--- src/rtl/tinynpu_pkg.sv ---
// rtl/tinynpu_pkg.sv - shared TinyNPU encodings for controller and host sequencer
package tinynpu_pkg;

   // Controller state as reported on npu_state
   typedef enum logic [1:0] {
      NPU_LD0 = 2'b00,
      NPU_MAC = 2'b01,
      NPU_LD1 = 2'b10,
      NPU_OUT = 2'b11
   } npu_state_e;

   // Host command opcodes
   typedef enum logic [1:0] {
      OP_LDX = 2'b00,
      OP_LDW = 2'b01,
      OP_RUN = 2'b10,
      OP_FIN = 2'b11
   } cmd_op_e;

   // Host sequencer states
   typedef enum logic [2:0] {
      ST_IDLE   = 3'd0,
      ST_XFER   = 3'd1,
      ST_LAUNCH = 3'd2,
      ST_FINISH = 3'd3,
      ST_HALT   = 3'd4
   } seq_state_e;

endpackage

--- src/rtl/tinynpu_host_seq_reg.sv ---
// rtl/tinynpu_host_seq_reg.sv - generic register with load enable and synchronous clear
module tinynpu_host_seq_reg #(
   parameter int W = 8
) (
   input  logic         clk,
   input  logic         rst,
   input  logic         en,
   input  logic         clr,
   input  logic [W-1:0] d,
   output logic [W-1:0] q
);

   // Clear wins over load so a new command always starts from zero
   always_ff @(posedge clk or posedge rst) begin
      if (rst)
         q <= '0;
      else if (clr)
         q <= '0;
      else if (en)
         q <= d;
   end

endmodule

--- src/rtl/tinynpu_host_seq.sv ---
// rtl/tinynpu_host_seq.sv - host command sequencer driving TinyNPU loads and launches
module tinynpu_host_seq
   import tinynpu_pkg::*;
#(
   parameter int SIZE = 4,
   parameter int DW   = 8
) (
   input  logic                    clk,
   input  logic                    rst,
   input  logic                    cmd_val,
   output logic                    cmd_rdy,
   input  logic [1:0]              cmd_op,
   input  logic [$clog2(SIZE)-1:0] cmd_sel,
   input  logic                    data_val,
   output logic                    data_rdy,
   input  logic [DW-1:0]           data,
   input  logic [1:0]              npu_state,
   output logic                    x_load_val,
   output logic                    w_load_val,
   output logic [$clog2(SIZE)-1:0] w_load_sel,
   output logic [DW-1:0]           load_data,
   output logic                    mac_val,
   output logic                    out_val,
   output logic                    busy,
   output logic                    err
);

   localparam int SW = $clog2(SIZE);
   localparam int CW = SW + 1;

   seq_state_e      state;
   logic            mode_w;
   logic [SW-1:0]   row_q;
   logic [CW-1:0]   cnt;
   logic            ldwin;
   logic            cmd_hs;
   logic            data_hs;
   logic            last_word;

   // Loads are only legal while the controller sits in one of its load phases
   always_comb begin
      ldwin     = (npu_state == NPU_LD0) || (npu_state == NPU_LD1);
      cmd_rdy   = !rst && (state == ST_IDLE) && ldwin;
      data_rdy  = !rst && (state == ST_XFER) && ldwin;
      cmd_hs    = cmd_val && cmd_rdy;
      data_hs   = data_val && data_rdy;
      last_word = (cnt == CW'(SIZE - 1));
      busy      = (state != ST_IDLE);
   end

   // Word counter: cleared by every accepted command, advanced per data word
   tinynpu_host_seq_reg #(.W(CW)) u_cnt (
      .clk (clk),
      .rst (rst),
      .en  (data_hs),
      .clr (cmd_hs),
      .d   (cnt + CW'(1)),
      .q   (cnt)
   );

   // Sequencer FSM with registered strobes and launch/finish levels
   always_ff @(posedge clk or posedge rst) begin
      if (rst) begin
         state      <= ST_IDLE;
         mode_w     <= 1'b0;
         row_q      <= '0;
         x_load_val <= 1'b0;
         w_load_val <= 1'b0;
         w_load_sel <= '0;
         load_data  <= '0;
         mac_val    <= 1'b0;
         out_val    <= 1'b0;
         err        <= 1'b0;
      end else begin
         x_load_val <= 1'b0;
         w_load_val <= 1'b0;
         case (state)
            ST_IDLE: begin
               if (cmd_hs) begin
                  case (cmd_op)
                     OP_LDX: begin
                        // In LD1 the x FIFO belongs to the array output stream
                        if (npu_state == NPU_LD0) begin
                           mode_w <= 1'b0;
                           state  <= ST_XFER;
                        end else begin
                           err <= 1'b1;
                        end
                     end
                     OP_LDW: begin
                        mode_w <= 1'b1;
                        row_q  <= cmd_sel;
                        state  <= ST_XFER;
                     end
                     OP_RUN: begin
                        mac_val <= 1'b1;
                        state   <= ST_LAUNCH;
                     end
                     default: begin
                        out_val <= 1'b1;
                        state   <= ST_FINISH;
                     end
                  endcase
               end
            end
            ST_XFER: begin
               if (data_hs) begin
                  if (mode_w) begin
                     w_load_val <= 1'b1;
                     w_load_sel <= row_q;
                  end else begin
                     x_load_val <= 1'b1;
                  end
                  load_data <= data;
                  if (last_word)
                     state <= ST_IDLE;
               end
            end
            ST_LAUNCH: begin
               // Hold the launch until MAC is seen, then wait for MAC to end
               if (mac_val) begin
                  if (npu_state == NPU_MAC)
                     mac_val <= 1'b0;
               end else if (npu_state != NPU_MAC) begin
                  state <= ST_IDLE;
               end
            end
            ST_FINISH: begin
               if (npu_state == NPU_OUT) begin
                  out_val <= 1'b0;
                  state   <= ST_HALT;
               end
            end
            ST_HALT: begin
               state <= ST_HALT;
            end
            default: begin
               state <= ST_IDLE;
            end
         endcase
      end
   end

endmodule

--- config.mk ---
export PLATFORM = sky130hd
export DESIGN_NAME = tinynpu_host_seq
export DESIGN_NICKNAME = d
export VERILOG_FILES = /design/src/rtl/tinynpu_pkg.sv /design/src/rtl/tinynpu_host_seq_reg.sv /design/src/rtl/tinynpu_host_seq.sv
export SDC_FILE = /design/constraint.sdc
export NUM_CORES = 1
export LEC_CHECK = 0
export BUFFER_PORTS_ARGS = -buffer_cell sky130_fd_sc_hd__buf_2
export CORE_UTILIZATION = 52
export CTS_CLUSTER_DIAMETER = 100
export DETAILED_ROUTE_END_ITERATION = 8
export GPL_ROUTABILITY_DRIVEN = 0
export HOLD_SLACK_MARGIN = 0.1
export PLACE_DENSITY_LB_ADDON = 0.12
export SLEW_MARGIN = 40
export SYNTH_ARGS = -nofsm -noshare
export SYNTH_HDL_FRONTEND = slang
export SYNTH_SLANG_ARGS = --single-unit
--- constraint.sdc ---
create_clock -name clk -period 2.4 [get_ports clk]
set_input_delay 0.48 -clock clk [delete_from_list [all_inputs] [get_ports clk]]
set_output_delay 0.48 -clock clk [all_outputs]
set_load 0.005 [all_outputs]
==> results of run 1 <==
-- kinds of logic after synthesis --
family / count (synthesis)
and+or+nand+nor: 30
DFF: 24
muxes: 13
AOI/OAI and AO/OA: 12
buffers and inverters: 10
adders and majority gates: 2
-- critical path, cell delays in order (launching register included) --
cell and delay, ns:
sky130_fd_sc_hd__dfrtp_1 0.48, sky130_fd_sc_hd__nor4_4 0.30, sky130_fd_sc_hd__buf_4 0.21, sky130_fd_sc_hd__nor2b_1 0.16, sky130_fd_sc_hd__buf_2 0.13
-- where the power goes --
part / switching, mW / internal [mW] / leakage [nW]
clock: 0.109 / 0.0585 / 0.0138
sequential: 0.102 / 0.556 / 0.297
combinational: 0.179 / 0.248 / 0.370
total: 0.390 / 0.862 / 0.681
-- layout by cell type (no fill, tap or decap) --
cell / instances
sky130_fd_sc_hd__nor2b_1: 6
sky130_fd_sc_hd__a21o_1: 1
sky130_fd_sc_hd__and3b_1: 1
sky130_fd_sc_hd__and2_1: 3
sky130_fd_sc_hd__nand3_1: 3
sky130_fd_sc_hd__nand2_1: 3
sky130_fd_sc_hd__nor2_1: 7
sky130_fd_sc_hd__o21ai_0: 1
sky130_fd_sc_hd__o21ai_1: 1
sky130_fd_sc_hd__nand4b_1: 1
sky130_fd_sc_hd__clkbuf_4: 3
sky130_fd_sc_hd__o31ai_1: 1
sky130_fd_sc_hd__o2bb2ai_1: 2
sky130_fd_sc_hd__o41ai_2: 1
sky130_fd_sc_hd__ha_1: 2
sky130_fd_sc_hd__a21oi_1: 1
sky130_fd_sc_hd__inv_1: 7
sky130_fd_sc_hd__nor4_4: 1
sky130_fd_sc_hd__a41oi_1: 2
sky130_fd_sc_hd__nor3_1: 2
sky130_fd_sc_hd__buf_2: 35
sky130_fd_sc_hd__nand2b_1: 1
sky130_fd_sc_hd__buf_4: 2
sky130_fd_sc_hd__a22o_1: 1
sky130_fd_sc_hd__mux2_2: 12
sky130_fd_sc_hd__dfrtp_1: 24
sky130_fd_sc_hd__or3b_2: 1
sky130_fd_sc_hd__mux2_1: 1
sky130_fd_sc_hd__a31oi_1: 1
sky130_fd_sc_hd__and4b_1: 1
-- cell usage after synthesis --
cell type	n
sky130_fd_sc_hd__and2_1	3
sky130_fd_sc_hd__a41oi_1	2
sky130_fd_sc_hd__nor3_1	2
sky130_fd_sc_hd__dfrtp_1	24
sky130_fd_sc_hd__inv_1	7
sky130_fd_sc_hd__a22o_1	1
sky130_fd_sc_hd__o41ai_2	1
sky130_fd_sc_hd__mux2_1	1
sky130_fd_sc_hd__nor2_1	7
sky130_fd_sc_hd__a31oi_1	1
sky130_fd_sc_hd__nand3_1	3
sky130_fd_sc_hd__clkbuf_1	1
sky130_fd_sc_hd__a21oi_1	1
sky130_fd_sc_hd__a21o_1	1
sky130_fd_sc_hd__o31ai_1	1
sky130_fd_sc_hd__or3b_2	1
sky130_fd_sc_hd__and3b_1	1
sky130_fd_sc_hd__and4b_1	1
sky130_fd_sc_hd__o2bb2ai_1	2
sky130_fd_sc_hd__nand2b_1	1
sky130_fd_sc_hd__buf_6	2
sky130_fd_sc_hd__o21ai_1	1
sky130_fd_sc_hd__nand2_1	3
sky130_fd_sc_hd__nand4b_1	1
sky130_fd_sc_hd__o21ai_0	1
sky130_fd_sc_hd__mux2_2	12
sky130_fd_sc_hd__ha_1	2
sky130_fd_sc_hd__nor4_4	1
sky130_fd_sc_hd__nor2b_1	6
-- final cells by class --
cell class	count	area [um2]
inverters	7	26.28
fillers	162	658.1
flip-flops and latches	24	600.6
clock buffers	3	22.52
multi-input cells	57	450.4
well taps	27	33.78
repair buffers	37	190.2
-- worst max-delay path by stage --
stage / to / depth (start not counted) / start / slack [ns]
after global placement: load_data[3]$_DFFE_PP0P_ / 4 / npu_state[0] / 0.59
after global routing: cmd_rdy / 4 / state[2]$_DFFE_PP0P_ / 0.23
after CTS: cmd_rdy / 4 / state[2]$_DFFE_PP0P_ / 0.35
final: cmd_rdy / 4 / state[2]$_DFFE_PP0P_ / 0.35
after floorplan: cmd_rdy / 3 / npu_state[0] / 0.83
after detailed placement: load_data[5]$_DFFE_PP0P_ / 4 / npu_state[0] / 0.56
-- registers in the layout, indices dropped and copies added, names as in the netlist --
name	cells
err	1
load_data	8
mac_val	1
mode_w	1
out_val	1
row_q	2
state	3
u_cnt.q	3
w_load_sel	2
w_load_val	1
x_load_val	1
-- per-layer routing --
layer,up-vias,share of wire,GRT usage
met4,0,0.0067,0.06667
met1,387,0.47,0.2434
met2,18,0.49,0.3135
met5,-,0,0
met3,2,0.037,0.03396
li1,396,-,-
-- through the flow --
step | setup WS (ns) | total power, mW | hold slack, ns
5_1_grt | 0.2317 | 1.355 | 0.1933
3_5_place_dp | 0.5617 | 1.102 | 0.4442
2_1_floorplan | 0.8256 | 0.9129 | 0.4221
6_report | 0.3482 | 1.252 | 0.1607
3_3_place_gp | 0.5883 | 1.069 | 0.4436
4_1_cts | 0.3459 | 1.268 | 0.1703
==> summary by stage, run 1 <==
Run status
The run finished with clean final reports.

Detailed routing
In the routed design, unresolved DRC markers number 0. Wires add up to 1935 um. For this run, the detailed router's first-pass iteration total came to 6.

The routed via count divided by cell count is between 5 and 6. The routed wire length per instance is about 12 um. The number of vias in the routed layout is 803.

The count of nets left with antenna violations once routing finished came out at 0. After the first detailed-routing iteration, the DRC count stood at 15.

STA
The final critical delay including setup and external delays is around 2 ns. The final number of setup-violating endpoints is 0. The hold violation count in the final report is 0. The number of max-slew violations in the final report came to 0.

For this run, the top clock speed supported by timing is roughly 490 MHz. The transition time at the pin with the least slew margin is 0.4133 ns. In the finished design, the share of the clock period the worst path needs comes to 0.8549.

The clock arrives with approximately 0.010 ns of skew. Summed over all failing endpoints, the final setup total negative slack is 0 ns. The headroom to the max-slew limit is 0.7245.

Setup repair after global routing left no endpoint under its margin.

Global route
For this run the aggregate overflow at the end of global routing stands at 0. The initial antenna violation count was 0. The wire length of the first global-routing pass is around 3000 um. In the global route stage, overall resource usage came out at 0.1874. The maximum number of pins on one net before global-route repair is 15. The via count of the first global-routing pass came to ~700.

Critical path
The register-to-register path setup slack is around 0.68 ns. The critical path class is reg2out. The reg-to-reg endpoint is load_data[5]$_DFFE_PP0P_. The logic depth of the worst register-to-register path is 3. In this run the critical register-to-register path is launched from state[0]$_DFFE_PP0P_. At the worst endpoint, the arrival time is between 1.5 and 2 ns. STA puts the critical path data required time at 1.92 ns. STA classifies the critical path startpoint as a flip-flop. Along the worst path, the maximum fanout reaches 12. STA classifies the critical path endpoint as an output port.

Synthesis
By area the synthesized netlist is led by sky130_fd_sc_hd__dfrtp_1 54%, sky130_fd_sc_hd__mux2_2 12%, sky130_fd_sc_hd__nor2b_1 3.4%, sky130_fd_sc_hd__inv_1 2.4%, sky130_fd_sc_hd__nor2_1 2.4%. The number of instances in the synthesized netlist is 91. After synthesis, the largest family of logic cells by area is simple AND/OR/NAND/NOR gates.

The simple logic cell fraction of the synthesized area is 0.1655. The flip-flop and latch count after synthesis is 24. Of the total synthesized cell area, the portion taken by full adders, half adders and majority gates is 0.02268. The fraction of synthesized cell area in xor and xnor cells is 0. When the netlist entered floorplanning its net count stood at around 110.

Of the synthesized area, sequential elements account for 0.5442. The post-synthesis cell type count is 29. The summed instance area of the synthesized netlist is roughly 1100 um2. The area share of the leading cell type in the synthesized netlist is 0.5442.

Of the post-synthesis cell area, the part taken by muxes is 0.1327. sky130_fd_sc_hd__dfrtp_1 takes more of the synthesized area than any other cell. The synthesized area per cell is between 10 and 15 um2. The synthesized-area fraction occupied by ao, oa, aoi and oai cells is 0.08730. During synthesis, Yosys emitted a total of 0 warnings.

Run
Across the run, the number of max-cap violations was 0.

Final layout
After the last flow step, the layout net total stands at 150. The area of all placed cells without fillers is about 1300 um2. The finished layout holds 155 standard cells, fillers aside. Measured on the finished design, the core utilization comes to 0.6679.

From synthesis to final layout, the design area changed by 19.95%. Of the cells placed in the final design, the portion with a size suffix greater than 1 is 0.4297. The repair_antennas step left the layout with diodes totalling 0.

Floorplan
In this run the count of I/O pins placed on the die edge is 36. The area of the core is between 1500 and 2000 um2. The die is between 40 and 50 um wide. The floorplan step defined a die boundary enclosing approximately 2300 um2. The number of placement rows is 16. For this configuration, the core starts out at a cell density of 0.5568.

From bottom edge to top edge, the die measures just under 50 um.

Clock tree
The count of buffers added by post-CTS timing repair for setup is 0. Post-CTS repair changed the size of 0 cells. The number of clock buffers inserted by TritonCTS is 3.

After clock tree synthesis, the clock-pin slew on the worst setup and hold paths is approximately 0.12 ns. The buffer cell driving the clock tree root is sky130_fd_sc_hd__clkbuf_4. TritonCTS built the clock tree.

The sink count of the clock tree is 24. The maximum clock insertion buffer count is 2. CTS built an H-tree with a depth of 1. The post-cts hold buffer count is 0. At the later pin of the worst-skew pair, clock insertion delay measures 0.31 ns.

Place
The wire-length estimate of the detail-placed layout is roughly 1600 um. The post-detailed-placement cell area is approximately 1300 um2. Once placement completed, the tool counted placed cells totaling between 150 and 200. The number of port buffers is 35.

Power
For this design the static power due to leakage is 0.6807 nW. The power density normalized to cell area is ~950 nW/um2. The maximum VDD drop is 670.2 uV.

Worst hold path
The class of the tightest hold or removal check is in2async.
Power figures use the tool's default switching activity.
==> run 2, diff against run 1 <==
--- a/config.mk
+++ b/config.mk
@@ -6,12 +6,14 @@
 export NUM_CORES = 1
 export LEC_CHECK = 0
 export BUFFER_PORTS_ARGS = -buffer_cell sky130_fd_sc_hd__buf_2
+export CORE_MARGIN = 2
 export CORE_UTILIZATION = 52
 export CTS_CLUSTER_DIAMETER = 100
 export DETAILED_ROUTE_END_ITERATION = 8
 export GPL_ROUTABILITY_DRIVEN = 0
 export HOLD_SLACK_MARGIN = 0.1
 export PLACE_DENSITY_LB_ADDON = 0.12
+export SETUP_SLACK_MARGIN = 0.2
 export SLEW_MARGIN = 40
 export SYNTH_ARGS = -nofsm -noshare
 export SYNTH_HDL_FRONTEND = slang
==> run 2 against run 1 <==
Compared with the run above:
- register-to-register slack worse by 0.03 ns
- global-route usage up 1.1 points
- final cell count up 0.65%
- sequential share of layout area down 0.95 points
- combinational power about the same
- routed wire length up 14%
- worst hold slack worse by 0.0074 ns
- worst setup slack better by 0.020 ns
- first-iteration DRC count down 6.7%
- utilization up 1.6 points
- clock power up 75%
- clock skew down 0.0025 ns
- critical endpoint unchanged
==> summary by stage, run 2 (synthesis gave the netlist of run 1 again) <==
Power
The reported leakage power is 0.6931 nW (+1.8%). The combinational share of power is 0.309 (-0.032). The share of total power in the clock network is 0.211 (+0.077). The maximum VDD drop came to 531.5 uV (-21%). The power density normalized to cell area was 1021 nW/um2 (+7.9%). The design internal power is 0.9707 mW (+13%). The net switching share of the total power was 0.2982 (-0.01350). The share of total power in sequential cells is 0.480 (-0.045). The switching power is 0.4124 mW (+5.7%).

Critical path
The kind of end point of the critical path is an output port. The register-to-register path setup slack is 0.65 ns (-0.03 ns). The largest driver fanout on the critical path is 12 (unchanged). The reg-to-reg endpoint is load_data[3]$_DFFE_PP0P_. The reg-to-reg critical path startpoint is state[0]$_DFFE_PP0P_. Walking the worst path, the cells encountered are nor4_4 -> buf_4 -> nor2b_1 -> buf_2.

Grouping stages by cell kind, the critical path spends the most delay in flip-flops. In this run the worst setup path begins at state[2]$_DFFE_PP0P_. The logic depth of the worst register-to-register path is 3 (unchanged). The largest individual stage delay along the critical path comes from the cell sky130_fd_sc_hd__dfrtp_2. The number of cells on the critical path is 4 (unchanged).

The critical path capture point is cmd_rdy. STA classifies the critical path startpoint as a flip-flop. The count of buffering cells on the critical path with inverters included came to 2 (unchanged). The worst path arrival time is 1.55 ns (-0.02 ns). The critical path is of the reg2out type. The data required time of the critical path was 1.92 ns (about the same). The delay of the slowest critical-path stage was 0.48 ns (about the same).

STA
The worst hold slack across all endpoints is 0.1532 ns (-0.007437 ns). The post-route fraction of the period consumed by the critical path is 0.8464 (-0.008521). The hold violation count in the final report is 0 (unchanged). The number of max-slew violations in the final report is 0 (unchanged). The headroom to the max-slew limit is 0.7019 (-0.02255). The final critical delay including setup and external delays is 2.031 ns (-0.02045 ns). The transition time at the pin with the least slew margin is 0.4471 ns (+0.03382 ns). Setup repair after global routing left no endpoint under its margin. The final number of setup-violating endpoints is 0 (unchanged). The top achievable clock speed is 492.3 MHz (+1.0%). The setup skew after layout is 0.007796 ns (-0.002469 ns).

The setup TNS is 0 ns (unchanged).

Detailed routing
The routed wire length is 2201 um (+14%). The remaining design rule violation count is 0 (unchanged). The first-pass iteration count of the detailed router came to 4 (-2). The post-detailed-route count of antenna-violating nets is 0 (unchanged). The number of vias in the routed layout was 813 (+1.2%). The initial detailed-routing violation count is 14 (-1). The routed wire length per instance is 14.11 um (+13%).

The routed via count divided by cell count was 5.212 (+0.60%).

Clock tree
The number of H-tree levels was 1 (unchanged). The clock transition at the registers of the reported paths came to 0.14 ns (+0.02 ns). The buffer cell driving the clock tree root is sky130_fd_sc_hd__clkbuf_4.

The count of buffers added by post-CTS timing repair for setup is 0 (unchanged). The source-to-sink clock delay at the later pin of the worst-skew pair is 0.31 ns (about the same). The CTS tree is built. The sink count of the clock tree was 24 (unchanged).

The maximum clock insertion buffer count is 2 (unchanged). The number of clock buffers inserted by TritonCTS was 3 (unchanged).

Global route
The initial antenna violation count is 0 (unchanged). The wire length of the first global-routing pass is 3698 um (+27%). The maximum number of pins on one net before global-route repair is 15 (unchanged).

The via count of the first global-routing pass was 818 (+16%). The total overflow reported by the global router is 0 (unchanged). The overall routing resource usage is 0.1981 (+0.01066).

Final layout
The largest registers in the layout are load_data x8, state x3, u_cnt.q x3. The library cells used most frequently in the layout, excluding fill and tap cells, are 35 x sky130_fd_sc_hd__buf_2, 23 x sky130_fd_sc_hd__dfrtp_1, 12 x sky130_fd_sc_hd__mux2_2. More flip-flops sit in one register than any other, and that register is load_data. The total number of nets in the final design came to 150 (unchanged). The library cell used most frequently in the layout, excluding fill and tap cells, is sky130_fd_sc_hd__buf_2.

Relative to the synthesized area, the layout overhead comes to 22.79%. The number of flip-flops in the largest register was 8 (unchanged). The fraction of layout instances using a drive strength above 1 is 0.4419 (+0.01217). The number of inserted diodes is 0 (unchanged).

Floorplan
The full die area was 2507 um2 (+8.5%). The area of the core came to 1982 um2 (unchanged). The initial core utilization is 0.5568 (unchanged). The die span in y is 50.07 um (+4.2%). The I/O pin count was 36 (unchanged). The number of placement rows came to 16 (unchanged).

The overall die width is 50.07 um (+4.2%).

Worst hold path
The class of the tightest hold or removal check is in2async.

Place
The number of port buffers is 35 (unchanged). The sum of net half-perimeters after detailed placement came to 1606 um (+3.5%).

Run status
The run finished with clean final reports.

Run
The max-capacitance violation count is 0 (unchanged).
run 2: final cells by class:
cell class / instances / area [um2]
clock inverters: 1 / 30.03
multi-input cells: 57 / 450.4
clock buffers: 3 / 22.52
flip-flops and latches: 24 / 601.8
inverters: 7 / 26.28
well taps: 27 / 33.78
fillers: 167 / 626.9
repair buffers: 37 / 190.2
run 2: stage by stage:
step | area, um2 | power (mW) | cells | utilization | setup slack (ns)
6_report | 1355 | 1.383 | 156 | 0.6837 | 0.3687
5_1_grt | 1355 | 1.478 | 156 | 0.6837 | 0.2347
4_1_cts | 1354 | 1.400 | 156 | 0.6831 | 0.3401
3_5_place_dp | 1301 | 1.105 | 152 | 0.6566 | 0.5425
3_3_place_gp | 1301 | 1.077 | 152 | 0.6566 | 0.5740
2_1_floorplan | 1104 | 0.9129 | 91 | - | 0.8256
run 2: worst register-to-register path: stages (launching register included):
cell	delay [ns]
sky130_fd_sc_hd__dfrtp_1	0.58
sky130_fd_sc_hd__and2_1	0.25
sky130_fd_sc_hd__and2_1	0.42
sky130_fd_sc_hd__mux2_2	0.40
run 2: what timing repair did:
item,CTS,global route
setup endpoints to repair,0,1
endpoints found under the hold margin,0,0
hold buffers,0,0
resized for setup,0,1
run 2: how the worst min path moves through the flow:
stage | start | endpoint
CTS | rst | w_load_sel[0]$_DFFE_PP0P_
global route | rst | load_data[2]$_DFFE_PP0P_
global placement | err$_DFFE_PP0P_ | err$_DFFE_PP0P_
floorplan | mode_w$_DFFE_PP0P_ | x_load_val$_DFF_PP0_
finish | rst | load_data[1]$_DFFE_PP0P_
detailed placement | err$_DFFE_PP0P_ | err$_DFFE_PP0P_
run 2: per-layer routing:
layer,vias to the layer above,track usage,part of all wire
li1,394,-,-
met1,388,0.2431,0.43
met2,27,0.3465,0.52
met3,4,0.02121,0.041
met4,0,0.08796,0.0082
met5,-,0,0
run 2: power by group through the flow:
stage                     Combinational, mW  Sequential [mW]  Clock [mW]
after detailed placement              0.435            0.670           0
final                                 0.427            0.663       0.292
after global routing                  0.475            0.688       0.316
after global placement                0.418            0.659           0
after floorplan                       0.264            0.649           0
after CTS                             0.438            0.663       0.299
